[src/rtl/uart_rx_fifo.sv]
// uart_rx_fifo: UART receiver (8N1) feeding a small show-ahead byte FIFO.
// The optional macro UART_RX_PARITY_EN adds a parity bit: 8E1, or 8O1 when PARITY_ODD=1.
// Without the macro, parity_err is tied low and PARITY_ODD has no effect.
module uart_rx_fifo #(
  parameter int unsigned CLKS_PER_BIT = 434,
  parameter int unsigned FIFO_DEPTH   = 4,
  parameter int unsigned PARITY_ODD   = 0
) (
  input  logic                          clk,
  input  logic                          rst_n,
  input  logic                          rxd,
  input  logic                          rd_en,
  output logic [7:0]                    rd_data,
  output logic                          rd_valid,
  output logic [$clog2(FIFO_DEPTH):0]   fifo_count,
  output logic                          overrun,
  output logic                          frame_err,
  output logic                          parity_err,
  input  logic                          clr_err
);

  localparam int unsigned CNT_W = $clog2(CLKS_PER_BIT);
  localparam int unsigned AW    = $clog2(FIFO_DEPTH);
  localparam int unsigned CW    = AW + 1;

  localparam logic [CNT_W-1:0] CNT_MID  = CNT_W'(CLKS_PER_BIT / 2);
  localparam logic [CNT_W-1:0] CNT_LAST = CNT_W'(CLKS_PER_BIT - 1);
  localparam logic [CW-1:0]    CNT_FULL = CW'(FIFO_DEPTH);

  localparam logic [2:0] S_IDLE   = 3'd0;
  localparam logic [2:0] S_START  = 3'd1;
  localparam logic [2:0] S_DATA   = 3'd2;
  localparam logic [2:0] S_STOP   = 3'd4;
`ifdef UART_RX_PARITY_EN
  localparam logic [2:0] S_PARITY = 3'd3;
`endif

  logic             rx_meta;
  logic             rxs;

  logic [2:0]       state_q, state_d;
  logic [CNT_W-1:0] cnt_q, cnt_d;
  logic [2:0]       bit_q, bit_d;
  logic [7:0]       shreg_q, shreg_d;
  logic             armed_q, armed_d;
  logic             push_c;
  logic             frame_set_c;
`ifdef UART_RX_PARITY_EN
  logic             par_q, par_d;
  logic             par_set_c;
`endif

  logic [7:0]       mem_q [FIFO_DEPTH];
  logic [AW-1:0]    wr_ptr_q, rd_ptr_q;
  logic [CW-1:0]    count_q, count_d;
  logic             full_c, pop_c, wr_c, ovr_set_c;

  // Two-flop synchroniser; idles high so reset never looks like a start bit.
  always_ff @(posedge clk or negedge rst_n) begin
    if (!rst_n) begin
      rx_meta <= 1'b1;
      rxs     <= 1'b1;
    end else begin
      rx_meta <= rxd;
      rxs     <= rx_meta;
    end
  end

  // Receiver FSM and bit-timing registers.
  always_ff @(posedge clk or negedge rst_n) begin
    if (!rst_n) begin
      state_q <= S_IDLE;
      cnt_q   <= '0;
      bit_q   <= '0;
      shreg_q <= '0;
      armed_q <= 1'b1;
`ifdef UART_RX_PARITY_EN
      par_q   <= 1'b0;
`endif
    end else begin
      state_q <= state_d;
      cnt_q   <= cnt_d;
      bit_q   <= bit_d;
      shreg_q <= shreg_d;
      armed_q <= armed_d;
`ifdef UART_RX_PARITY_EN
      par_q   <= par_d;
`endif
    end
  end

  // Next-state logic; armed blocks a held-low line (break) from restarting frames.
  always_comb begin
    state_d     = state_q;
    cnt_d       = cnt_q + CNT_W'(1);
    bit_d       = bit_q;
    shreg_d     = shreg_q;
    armed_d     = armed_q;
    push_c      = 1'b0;
    frame_set_c = 1'b0;
`ifdef UART_RX_PARITY_EN
    par_d       = par_q;
    par_set_c   = 1'b0;
`endif
    case (state_q)
      S_IDLE: begin
        cnt_d = '0;
        bit_d = '0;
        if (rxs) begin
          armed_d = 1'b1;
        end else if (armed_q) begin
          state_d = S_START;
        end
      end
      S_START: begin
        if (cnt_q == CNT_MID) begin
          cnt_d   = '0;
          state_d = rxs ? S_IDLE : S_DATA;
        end
      end
      S_DATA: begin
        if (cnt_q == CNT_LAST) begin
          cnt_d   = '0;
          shreg_d = {rxs, shreg_q[7:1]};
          bit_d   = bit_q + 3'd1;
          if (bit_q == 3'd7) begin
`ifdef UART_RX_PARITY_EN
            state_d = S_PARITY;
`else
            state_d = S_STOP;
`endif
          end
        end
      end
`ifdef UART_RX_PARITY_EN
      S_PARITY: begin
        if (cnt_q == CNT_LAST) begin
          cnt_d   = '0;
          par_d   = rxs;
          state_d = S_STOP;
        end
      end
`endif
      S_STOP: begin
        // Leave at mid-stop so a following start edge is never missed.
        if (cnt_q == CNT_LAST) begin
          cnt_d   = '0;
          state_d = S_IDLE;
          if (!rxs) begin
            frame_set_c = 1'b1;
            armed_d     = 1'b0;
          end
`ifdef UART_RX_PARITY_EN
          par_set_c = (par_q != (^shreg_q ^ 1'(PARITY_ODD)));
          push_c    = rxs && !par_set_c;
`else
          push_c    = rxs;
`endif
        end
      end
      default: begin
        state_d = S_IDLE;
        cnt_d   = '0;
      end
    endcase
  end

  assign full_c    = (count_q == CNT_FULL);
  assign pop_c     = rd_en && rd_valid;
  assign wr_c      = push_c && (!full_c || pop_c);
  assign ovr_set_c = push_c && full_c && !pop_c;

  // Occupancy after this cycle's push/pop.
  always_comb begin
    count_d = count_q;
    if (wr_c && !pop_c) begin
      count_d = count_q + CW'(1);
    end else if (pop_c && !wr_c) begin
      count_d = count_q - CW'(1);
    end
  end

  // FIFO storage, pointers and occupancy.
  always_ff @(posedge clk or negedge rst_n) begin
    if (!rst_n) begin
      for (int unsigned i = 0; i < FIFO_DEPTH; i++) begin
        mem_q[i] <= '0;
      end
      wr_ptr_q <= '0;
      rd_ptr_q <= '0;
      count_q  <= '0;
      rd_valid <= 1'b0;
    end else begin
      if (wr_c) begin
        mem_q[wr_ptr_q] <= shreg_q;
        wr_ptr_q        <= wr_ptr_q + AW'(1);
      end
      if (pop_c) begin
        rd_ptr_q <= rd_ptr_q + AW'(1);
      end
      count_q  <= count_d;
      rd_valid <= (count_d != '0);
    end
  end

  assign rd_data    = mem_q[rd_ptr_q];
  assign fifo_count = count_q;

  // Sticky error flags; a new event outranks a simultaneous clear.
  always_ff @(posedge clk or negedge rst_n) begin
    if (!rst_n) begin
      overrun   <= 1'b0;
      frame_err <= 1'b0;
    end else begin
      overrun   <= ovr_set_c   | (overrun   & ~clr_err);
      frame_err <= frame_set_c | (frame_err & ~clr_err);
    end
  end

`ifdef UART_RX_PARITY_EN
  // Sticky parity flag.
  always_ff @(posedge clk or negedge rst_n) begin
    if (!rst_n) begin
      parity_err <= 1'b0;
    end else begin
      parity_err <= par_set_c | (parity_err & ~clr_err);
    end
  end
`else
  assign parity_err = 1'b0;

  // PARITY_ODD only matters for parity frames; this empty block keeps it referenced.
  if (PARITY_ODD > 1) begin : g_parity_odd_ignored
  end
`endif

endmodule

[config.mk]
export PLATFORM = sky130hd
export DESIGN_NAME = uart_rx_fifo
export DESIGN_NICKNAME = d
export VERILOG_FILES = /design/src/rtl/uart_rx_fifo.sv
export SDC_FILE = /design/constraint.sdc
export NUM_CORES = 1
export LEC_CHECK = 0
export BUFFER_PORTS_ARGS = -buffer_cell sky130_fd_sc_hd__buf_4
export CAP_MARGIN = 0
export CORE_UTILIZATION = 40
export DETAILED_ROUTE_END_ITERATION = 12
export GPL_TIMING_DRIVEN = 1
export PLACE_DENSITY = 0.58
export SYNTH_ARGS = -nofsm -noshare
export SYNTH_HDL_FRONTEND = slang
export SYNTH_SLANG_ARGS = --single-unit
[constraint.sdc]
create_clock -name clk -period 2.15 [get_ports clk]
set_clock_uncertainty 0.05 [all_clocks]
set_input_delay 0 -clock clk [delete_from_list [all_inputs] [get_ports clk]]
set_output_delay 0 -clock clk [all_outputs]
set_load 0.05 [all_outputs]
==> impl_metrics.yaml <==
layout:
  final_cell_area_mm2: 0.00391
  stdcell_count: 387
  num_antenna_cells: 0
  layout.nets: 293
  area_growth_pct: 15.2
  layout-drive-gt1-share_pct: 37.2
placed_design:
  place_congestion: 0.747
  dp_slack_ns: 0.142
  place_inst: 367
  io_buffer_count: 18
  hpwl_um: 3940
  place_area_mm2: 0.00367
synthesis:
  post-synth-top-area-cell: "dfrtp_1"
  mappedNetlistArea_mm2: 0.00340
  avgSynthCellArea_um2: 14.0
  ys_ff_latch: 68
  synth_ff_type: "dfrtp_1"
  async_flop_share_pct: 100
  syn-num-nets: 259
  ys_warn_count: 0
  syn_inst: 243
  synth_edf_count: 0
  synth_top_cell_area_share_pct: 47.9
  ys_types: 44
  yosys-top-cells-area: "dfrtp_1 (48%), mux2_4 (14%), mux4_2 (5.3%)"
  ys_seq_area_share_pct: 50.2
floorplanning:
  ioPinCount: 20
  die_height_um: 94.1
  initial_core_util_pct: 41.3
  fp.dieArea_mm2: 0.00886
  placeableCoreArea_mm2: 0.00822
  rows: 33
  die_w_um: 94.1
pwr:
  p_total_uw: 2690
  p_seq_share_pct: 52.1
  internal_power_uw: 1990
  peakVddDrop_uv: 519
  powerDensity_mw_per_mm2: 686
  p_sw_uw: 695
  p_clk_share_pct: 38.6
  swShare_pct: 25.9
  comb_power_share_pct: 9.3
  leakage_uw: 0.00189
flow_run:
  max_cap_violations: 0
clock_tree:
  h-tree-depth: 3
  ctsLongestPathBuffers: 2
  cts.reportedPaths.clkPinSlew_ns: 0.08
  numCtsBuffers: 9
  clk_latency_ns: 0.34
  cts_num_sinks: 68
  post-cts-setup-buffers: 0
  ctsRootBufferMaster: "clkbuf_8"
  cts_tree: "yes"
timing:
  hold_viol: 0
  worst_pin_slew_ns: 0.862
  max_freq_ghz: 0.501
  rsz0062_at_grt: "false"
  relSlewSlack_pct: 42.5
  fin_crit_sh_pct: 92.9
  setup_tns_ns: 0
  fin_ws_ns: 0.153
  final-max-slew-violation-count: 0
  finalSetupViolCount: 0
  period_needed_ns: 2.00
setup_path:
  reg2reg_slack_ns: 0.15
  crit_family: "simple AND/OR/NAND/NOR gates"
  regToRegStartpoint: "cnt_q[1]"
  end_kind: "flip-flop"
  worstPathMaxFanout: 8
  max_stage_delay_ns: 0.42
  cp_cell_sequence: "inv_1, ha_1, and4b_1, nand4_4, nor2b_4, buf_12, nand2_8, mux2_4"
  critPathLaunchType: "flip-flop"
  worst-endpoint-required_ns: 2.33
  crit_buf_inv: 2
  cp_data_arrival_time_ns: 2.17
  worst-setup-path-type: "reg2reg"
  reg2regPathDepth: 8
  worst_path_max_delay_cell: "dfrtp_1"
  r2r-end: "mem_q[22]"
drt:
  wl_per_cell_um: 15.4
  drtIter0Drc: 71
  num_vias: 1960
  viasPerCell: 5.06
  antenna_left: 0
  routed_wl_um: 5960
  drc: 0
  drt_pre_antenna_iters: 4
global_routing:
  antenna_found_initial: 0
  grt-ovfl-total: 0
  grt_pass1_wl_um: 10300
  grt_max_degree: 69
  grt_pass1_vias: 2009
  grtUsageTotal_pct: 15.6
hold_path:
  hp-class: "in2async"
status:
  status: "completed"
kinds of logic after synthesis:
kind of cell	share of synthesized area (%)
compound gates	4.46
xor+xnor	2.84
fa+ha+maj	4.05
buf+inv	2.76
flops	50.2
mux	22.4
other cells	0.110
simple gates	13.1
repair_timing:
item | 4_1_cts | 5_1_grt
gates resized for setup | 0 | 1
hold buffers | 4 | 0
setup endpoints to repair | 0 | 8
hold endpoints to repair | 69 | 0
power by group through the flow:
stage	Clock (µW)	Sequential, µW	Combinational (µW)
after floorplan	0	1410	167
after global placement	0	1420	247
after detailed placement	0	1420	246
after CTS	1080	1400	254
after global routing	1140	1410	292
final	1040	1400	250
sequential cells by signal (all words and copies together) (netlist names):
name and count:
cnt_q 9, mem_q 32, overrun 1, shreg_q 8, armed_q 1, rx_meta 1
bit_q 3, rxs 1, rd_ptr_q 2, wr_ptr_q 2, rd_valid 1, state_q 3
frame_err 1, fifo_count 3
Yosys cell counts (2+ instances only):
library cell / count
a21oi_1: 2
a22o_1: 5
a22oi_1: 3
and2_1: 4
buf_6: 2
clkbuf_1: 2
dfrtp_1: 65
dfstp_2: 3
ha_1: 11
inv_1: 7
mux2_2: 9
mux2_4: 32
mux4_2: 8
nand2_1: 11
nand2_8: 4
nand3_1: 5
nand4_1: 6
nand4b_1: 2
nor2_1: 21
nor2b_1: 4
nor3_1: 2
o21ai_0: 2
o22ai_1: 3
xnor2_1: 5
xor2_1: 6
per-stage QoR:
step / hold WS (ns) / util [%]
2_1_floorplan: -0.346 / -
3_3_place_gp: 0.0602 / 44.7
3_5_place_dp: 0.0593 / 44.7
4_1_cts: 0.231 / 47.6
5_1_grt: 0.233 / 47.6
6_report: 0.248 / 47.6
worst max path at each step:
stage / from / to / cells past startpoint
final: cnt_q[1] / mem_q[22] / 8
after global routing: cnt_q[1] / mem_q[22] / 8
after CTS: cnt_q[1] / mem_q[22] / 8
after detailed placement: cnt_q[1] / shreg_q[4] / 6
after global placement: cnt_q[1] / shreg_q[4] / 6
after floorplan: fifo_count[0] / mem_q[10] / 7
placed cells by master, fill, tap and decap left out, types with 2 or more instances in the layout:
master / netlist / final
and2_1: 4 / 4
a21oi_1: 2 / 2
xnor2_1: 5 / 5
buf_4: 1 / 26
dlygate4sd3_1: 0 / 4
nand4_1: 6 / 6
a22oi_1: 3 / 3
mux2_2: 9 / 9
mux2_4: 32 / 32
nand4b_1: 2 / 2
nand2_1: 11 / 11
a22o_1: 5 / 5
inv_1: 7 / 7
xor2_1: 6 / 6
clkinv_2: 0 / 2
nor2_1: 21 / 21
clkinv_4: 0 / 2
nor2b_1: 4 / 4
o22ai_1: 3 / 3
nand3_1: 5 / 4
nor3_1: 2 / 2
nand2_8: 4 / 4
ha_1: 11 / 11
dfrtp_1: 65 / 65
o21ai_0: 2 / 2
clkbuf_8: 0 / 9
dfstp_2: 3 / 3
mux4_2: 8 / 8
layer usage:
| layer | up-vias | global-route usage, % | wire length [µm] |
|---|---|---|---|
| li1 | 938 | - | - |
| met1 | 993 | 20.2 | 2850 |
| met2 | 24 | 24.7 | 2840 |
| met3 | 5 | 5.91 | 207 |
| met4 | 0 | 3.97 | 53 |
| met5 | - | 0 | 0 |
area by class of cell:
| class | count | area, µm² |
|---|---|---|
| fill | 713 | 4300 |
| sequential | 68 | 1710 |
| multi-input combinational | 160 | 1600 |
| timing repair buffer | 31 | 255 |
| tap | 105 | 131 |
| clock buffer | 10 | 128 |
| clock inverter | 6 | 65.1 |
| inverter | 7 | 26.3 |
(Power assumes the default switching activity.)
